==> src/rtl/pipeline_mem_responder.sv <==
// Serialises IF-stage and MEM-stage memory requests onto one shared memory
// port (data first). Each port has a registered done/resp flag. Both flags are
// high together for exactly one cycle, which is the pipeline-advance condition.
module pipeline_mem_responder #(
  parameter int ADDR_WIDTH = 32,
  parameter int DATA_WIDTH = 32
) (
  input  logic                      clk,
  input  logic                      rst,
  input  logic                      inst_mem_read,
  input  logic                      inst_mem_write,
  input  logic [ADDR_WIDTH-1:0]     inst_mem_address,
  input  logic [DATA_WIDTH-1:0]     inst_mem_wdata,
  input  logic [DATA_WIDTH/8-1:0]   inst_mem_byte_enable,
  output logic [DATA_WIDTH-1:0]     inst_mem_rdata,
  output logic                      inst_mem_resp,
  input  logic                      data_mem_read,
  input  logic                      data_mem_write,
  input  logic [ADDR_WIDTH-1:0]     data_mem_address,
  input  logic [DATA_WIDTH-1:0]     data_mem_wdata,
  input  logic [DATA_WIDTH/8-1:0]   data_mem_byte_enable,
  output logic [DATA_WIDTH-1:0]     data_mem_rdata,
  output logic                      data_mem_resp,
  output logic                      pmem_read,
  output logic                      pmem_write,
  output logic [ADDR_WIDTH-1:0]     pmem_address,
  output logic [DATA_WIDTH-1:0]     pmem_wdata,
  output logic [DATA_WIDTH/8-1:0]   pmem_byte_enable,
  input  logic [DATA_WIDTH-1:0]     pmem_rdata,
  input  logic                      pmem_resp
);

  typedef enum logic [1:0] {IDLE, DATA_BUSY, INST_BUSY} state_t;

  state_t                    state, state_next;
  logic                      inst_done_next, data_done_next;
  logic [DATA_WIDTH-1:0]     inst_rdata_next, data_rdata_next;
  logic                      pmem_read_next, pmem_write_next;
  logic [ADDR_WIDTH-1:0]     pmem_address_next;
  logic [DATA_WIDTH-1:0]     pmem_wdata_next;
  logic [DATA_WIDTH/8-1:0]   pmem_byte_enable_next;

  logic data_pending, inst_pending, data_idle, inst_idle;

  // Port classification; resp outputs double as the done flags.
  always_comb begin
    data_pending = (data_mem_read | data_mem_write) & ~data_mem_resp;
    inst_pending = (inst_mem_read | inst_mem_write) & ~inst_mem_resp;
    data_idle    = ~data_mem_read & ~data_mem_write & ~data_mem_resp;
    inst_idle    = ~inst_mem_read & ~inst_mem_write & ~inst_mem_resp;
  end

  // Next-state, done flags, rdata capture and shared-port request latching.
  always_comb begin
    state_next            = state;
    inst_done_next        = inst_mem_resp;
    data_done_next        = data_mem_resp;
    inst_rdata_next       = inst_mem_rdata;
    data_rdata_next       = data_mem_rdata;
    pmem_read_next        = pmem_read;
    pmem_write_next       = pmem_write;
    pmem_address_next     = pmem_address;
    pmem_wdata_next       = pmem_wdata;
    pmem_byte_enable_next = pmem_byte_enable;
    unique case (state)
      IDLE: begin
        if (inst_mem_resp && data_mem_resp) begin
          inst_done_next = 1'b0;
          data_done_next = 1'b0;
        end else begin
          if (data_pending) begin
            pmem_address_next     = data_mem_address;
            pmem_wdata_next       = data_mem_wdata;
            pmem_byte_enable_next = data_mem_byte_enable;
            pmem_write_next       = data_mem_write;
            pmem_read_next        = data_mem_read & ~data_mem_write;
            state_next            = DATA_BUSY;
          end else if (inst_pending) begin
            pmem_address_next     = inst_mem_address;
            pmem_wdata_next       = inst_mem_wdata;
            pmem_byte_enable_next = inst_mem_byte_enable;
            pmem_write_next       = inst_mem_write;
            pmem_read_next        = inst_mem_read & ~inst_mem_write;
            state_next            = INST_BUSY;
          end
          if (data_idle) data_done_next = 1'b1;
          if (inst_idle) inst_done_next = 1'b1;
        end
      end
      DATA_BUSY: begin
        if (pmem_resp) begin
          if (pmem_read) data_rdata_next = pmem_rdata;
          data_done_next  = 1'b1;
          pmem_read_next  = 1'b0;
          pmem_write_next = 1'b0;
          state_next      = IDLE;
        end
      end
      INST_BUSY: begin
        if (pmem_resp) begin
          if (pmem_read) inst_rdata_next = pmem_rdata;
          inst_done_next  = 1'b1;
          pmem_read_next  = 1'b0;
          pmem_write_next = 1'b0;
          state_next      = IDLE;
        end
      end
      default: state_next = IDLE;
    endcase
  end

  // State and output registers with synchronous active-low reset.
  always_ff @(posedge clk) begin
    if (!rst) begin
      state            <= IDLE;
      inst_mem_resp    <= 1'b0;
      data_mem_resp    <= 1'b0;
      inst_mem_rdata   <= '0;
      data_mem_rdata   <= '0;
      pmem_read        <= 1'b0;
      pmem_write       <= 1'b0;
      pmem_address     <= '0;
      pmem_wdata       <= '0;
      pmem_byte_enable <= '0;
    end else begin
      state            <= state_next;
      inst_mem_resp    <= inst_done_next;
      data_mem_resp    <= data_done_next;
      inst_mem_rdata   <= inst_rdata_next;
      data_mem_rdata   <= data_rdata_next;
      pmem_read        <= pmem_read_next;
      pmem_write       <= pmem_write_next;
      pmem_address     <= pmem_address_next;
      pmem_wdata       <= pmem_wdata_next;
      pmem_byte_enable <= pmem_byte_enable_next;
    end
  end

endmodule

==> config.mk <==
export PLATFORM = sky130hd
export DESIGN_NAME = pipeline_mem_responder
export DESIGN_NICKNAME = d
export VERILOG_FILES = /design/src/rtl/pipeline_mem_responder.sv
export SDC_FILE = /design/constraint.sdc
export NUM_CORES = 1
export LEC_CHECK = 0
export ABC_AREA = 1
export BUFFER_PORTS_ARGS = -buffer_cell sky130_fd_sc_hd__clkbuf_2
export CORE_AREA = 2 2 121 123
export DETAILED_ROUTE_END_ITERATION = 8
export DIE_AREA = 0 0 123 125
export GPL_ROUTABILITY_DRIVEN = 0
export GPL_TIMING_DRIVEN = 0
export MAX_ROUTING_LAYER = met4
export PLACE_DENSITY = 0.76
export SLEW_MARGIN = 20
export SYNTH_ARGS = -nofsm -noshare
export SYNTH_HDL_FRONTEND = slang
export SYNTH_SLANG_ARGS = --single-unit
==> constraint.sdc <==
create_clock -name clk -period 1.7 [get_ports clk]
set_input_delay 0 -clock clk [delete_from_list [all_inputs] [get_ports clk]]
set_output_delay 0 -clock clk [all_outputs]
set_load 0.01 [all_outputs]
* Word level (Yosys, flattened, before mapping)
Cells that the tools add are included.
** Storage, ports and cells
- Output and inout bits :: 136
- Bits in registers :: 138
** Operators by class
- Eq/ne operators :: 9
- Mux-type cells :: 27
- Reductions and logical operators :: 14
- Bitwise logic cells :: 17
** Operators with widths (number)
- $mux W32 :: 4
- $reduce_and A3 Y1 :: 6
- $mux W1 :: 12
- $ne A3 B3 Y1 const B :: 3
- $and A1 B1 Y1 :: 8
- $mux W2 :: 4
- $mux W4 :: 2
- $pmux W1 S2 :: 4
- $reduce_bool A2 Y1 :: 4
- $not A1 Y1 :: 7
- $ne A2 B2 Y1 const B :: 3
- $pmux W2 S2 :: 1
- $reduce_and A4 Y1 :: 1
- $eq A2 B1 Y1 const B :: 1
- $eq A2 B2 Y1 const B :: 1
- $logic_not A2 Y1 :: 1
- $ne A2 B1 Y1 const B :: 1
- $or A1 B1 Y1 :: 2
- $reduce_or A2 Y1 :: 1
- $logic_and A1 B1 Y1 :: 1

* Longest topological paths before layout
- Depth in word-level cells :: 6
- Depth in mapped cells :: 9
- Depth with buffers taken out :: 9

* Worst setup path after synthesis
Ideal clock, no wire load.
- Path type :: reg2reg
- Start :: register state[0]
- End :: register pmem_address[11]
- Buffers on the path :: 2
- Setup time :: 0.116 ns
- Data required time :: 1.584 ns
- Path slack :: 0.209 ns
- Clock period less this slack :: 1.491 ns
- Cell stages (with the launch flop) :: 10
- Data arrival time :: 1.375 ns
- Path through :: dfxtp_1 inv_1 ha_1 inv_1 a21oi_4 inv_2 buf_4 buf_4 nor2_1 nor2_1
** On the way
- Cells in the longest elaborated chain, start to end :: 2
** RTL lines
- start, declared :: RTL line 35 : state_t state, state_next;
- start signal, assigned :: RTL line 126 : state <= state_next;
- $logic_not A2 Y1 :: RTL line 65 : unique case (state)
- $reduce_and A3 Y1 (no line)
- end signal, assigned :: RTL line 133 : pmem_address <= pmem_address_next;
- end, declared :: RTL line 26 : output logic [ADDR_WIDTH-1:0] pmem_address,
Every way passes these cells.
A chain may end at the register's enable or synchronous reset.

* Worst setup path after layout
- Start :: register data_mem_resp
- End :: register pmem_wdata[19]
** On the way
- Cells in the longest elaborated chain, start to end :: 4
- Elaborated cells on any way between the ends :: 7
** RTL lines
- start, declared :: RTL line 23 : output logic data_mem_resp,
- start signal, assigned :: RTL line 128 : data_mem_resp <= data_done_next;
- $not A1 Y1 :: RTL line 47 : data_pending = (data_mem_read | data_mem_write) & ~data_mem_resp;
- $and A1 B1 Y1 :: RTL line 47
- $reduce_bool A2 Y1 (no line)
- $reduce_and A3 Y1 (no line)
- end signal, assigned :: RTL line 134 : pmem_wdata <= pmem_wdata_next;
- end, declared :: RTL line 27 : output logic [DATA_WIDTH-1:0] pmem_wdata,
Several ways; a longest one is shown, not always the timed one.

==> flow_metrics.tcl <==
set metrics [dict create \
    portBuffers 308 \
    path_buf_inv 2 \
    rr_worst_depth 7 \
    routed_wl_um 25900 \
    num_antenna_cells 0 \
    coreArea_um2 14200 \
    start_kind "flop" \
    io_pins 311 \
    area_delta_synth_final_pct 72.7 \
    place_inst 1352 \
    final_common_cell "clkbuf_2" \
    yosys.area.top_type "dfxtp_1" \
    hpwlAfterDp_um 14500 \
    first_iter_violations 585 \
    die_w_um 123 \
    via_per_inst 5.17 \
    path_clk_slew_ns 0.06 \
    syn-instance-count 860 \
    overflow 0 \
    grt_pass1_vias 7920 \
    final_cell_mix "clkbuf_2, nand2_1, dlygate4sd3_1" \
    drive_above_1_share_pct 28.5 \
    drv_slew 0 \
    antenna_left 0 \
    reg2reg_from "data_mem_resp" \
    numCtsBuffers 17 \
    num_vias 8055 \
    hold_ws_ns 0.0427 \
    grt_antenna_before_repair 0 \
    r2r-end "pmem_wdata[19]" \
    cap_viol_max_count 0 \
    cp.arrival_ns 2.01 \
    critPathKind "reg -> reg" \
    fmax_mhz 601 \
    die_h_um 125 \
    synth_top_area_share_pct 47.4 \
    ir_worst_vdd_mv 0.919 \
    post_synth_main_area_contributors "dfxtp_1, nand2_1, o21ai_0" \
    critical_path_required_ns 2.05 \
    crit_family "buffers and inverters" \
    root_buffer "clkbuf_16" \
    critical_path_depth 7 \
    detail_route.first_pass.iterations 5 \
    clock_latency_ns 0.41 \
    setup_viol 0 \
    synth_nets 1038 \
    fin_crit_sh_pct 97.9 \
    stdcell_count 1559 \
    gr-usage-all-layers_pct 33.8 \
    final.min_clock_period_ns 1.66 \
    rrSetupSlack_ns 0.04 \
    worst_pin_slew_ns 0.619 \
    drc_errors 0 \
    ys_types 19 \
    syn-mean-instance-area_um2 6.77 \
    final_hold_viol_count 0 \
    seq_power_share_pct 30.5 \
    nNetsFinal 1541 \
    start_util_pct 41.0 \
    power.internal_w 0.00940 \
    cts_sinks 138 \
    fp-row-count 44 \
    p_leak_nw 5.01 \
    synth_area_um2 5820 \
    clockBufferDepth 2 \
    crit_fanout 10 \
    status "completed" \
    synth_seq_cells 138 \
    crit_end "pmem_wdata[19]" \
    pwr-share-clk_pct 25.1 \
    htreeDepth 4 \
    startpoint "data_mem_resp" \
    path_cells "inv_2 > o21ai_4 > clkbuf_1 > nand2_1 > nand2_1 > nor2_1 > nor2_1" \
    grt_max_degree 17 \
    cpPeakStageDelay_ns 0.44 \
    clock_skew_ns 0.00750 \
    min_path_type "in -> reg" \
    combinationalPowerShare_pct 44.4 \
    tritoncts "done" \
    max_slew_margin_pct 58.7 \
    swShare_pct 40.8 \
    grt_pass1_wl_um 39500 \
    worst_path_max_delay_cell "clkbuf_1" \
    wl_per_cell_um 16.6 \
    ys_warn_count 0 \
    die_area_um2 15400 \
    crit_path_end_kind "flop" \
    synth-seq-area-share_pct 47.4 \
    p_switching_w 0.00647 \
    power_density_nw_per_um2 1580 \
]
==> Yosys cell counts (all sizes together) <==
cell,number
clkbuf,43
ha,3
dfxtp,138
inv,77
o211ai,1
nand3,10
nand2,224
buf,13
nor2,144
or2,1
a21oi,71
o22ai,1
o21ai,134
==> state kept, by name, indices dropped and copies added, names as in the netlist <==
name	flops
pmem_read	1
inst_mem_resp	1
state	2
data_mem_rdata	32
pmem_write	1
pmem_address	32
inst_mem_rdata	32
pmem_byte_enable	4
pmem_wdata	32
data_mem_resp	1
==> kinds of logic after synthesis <==
group                    count (synthesis)  share of synthesized area (%)
AND/OR/NAND/NOR                        379                           24.7
AO/OA/AOI/OAI                          207                           18.2
flip-flops                             138                           47.4
buffers and inverters                  133                           9.00
adder cells (fa/ha/maj)                  3                          0.645
==> how the worst min path moves through the flow <==
stage / start / end / cells past startpoint
CTS: pmem_resp / data_mem_resp / 5
global placement: pmem_rdata[16] / inst_mem_rdata[16] / 3
finish: pmem_resp / data_mem_resp / 5
floorplan: pmem_rdata[0] / data_mem_rdata[0] / 2
global route: pmem_resp / data_mem_resp / 5
detailed placement: pmem_rdata[2] / inst_mem_rdata[2] / 3
==> stage by stage <==
stage / TNS (ns) / setup WS, ns / total power (W) / utilization, % / cell area (um^2)
final: 0 / 0.0358 / 0.0159 / 70.8 / 10100
after CTS: 0 / 0.00420 / 0.0152 / 70.0 / 9950
after floorplan: 0 / 0.209 / 0.00839 / - / 5820
after detailed placement: -3.13 / -0.140 / 0.0108 / 53.5 / 7600
after global placement: -1.93 / -0.105 / 0.0107 / 53.5 / 7600
after global routing: -0.0164 / -0.00693 / 0.0167 / 70.8 / 10100
==> cell type report <==
class / count / area, um^2
clock inverter: 10 / 164
sequential: 138 / 2760
timing repair buffer: 483 / 3280
fill: 1001 / 4140
multi-input combinational: 590 / 2580
buffer: 56 / 278
inverter: 77 / 292
clock buffer: 21 / 470
tap: 184 / 230
==> worst register-to-register path: stages, from the launching register on <==
cell and delay [ns]:
dfxtp_1 0.39, inv_2 0.11, o21ai_4 0.15, clkbuf_1 0.44, nand2_1 0.17, nand2_1 0.15
nor2_1 0.08, nor2_1 0.11
==> repair_timing <==
item / 4_1_cts / 5_1_grt
setup buffers: 0 / 5
setup endpoints to repair: 68 / 104
hold buffers: 169 / 1
cloned: 0 / 1
gates resized for setup: 9 / 48
pin swaps: 0 / 3
endpoints found under the hold margin: 133 / 1
==> layer usage <==
metal | vias to the layer above | wire, um | track usage [%]
met3 | 171 | 2620 | 9.58
li1 | 3718 | - | -
met1 | 3577 | 9370 | 36.2
met2 | 589 | 12200 | 54.1
met5 | - | 0 | -
met4 | 0 | 1690 | 21.8
==> power by group through the flow <==
stage | sequential [W] | combinational [W] | clock [W]
final | 0.00485 | 0.00704 | 0.00398
after global routing | 0.00494 | 0.00762 | 0.00419
after CTS | 0.00479 | 0.00632 | 0.00404
after detailed placement | 0.00483 | 0.00594 | 0
after global placement | 0.00480 | 0.00587 | 0
after floorplan | 0.00524 | 0.00315 | 0
Power figures use the tool's default switching activity.
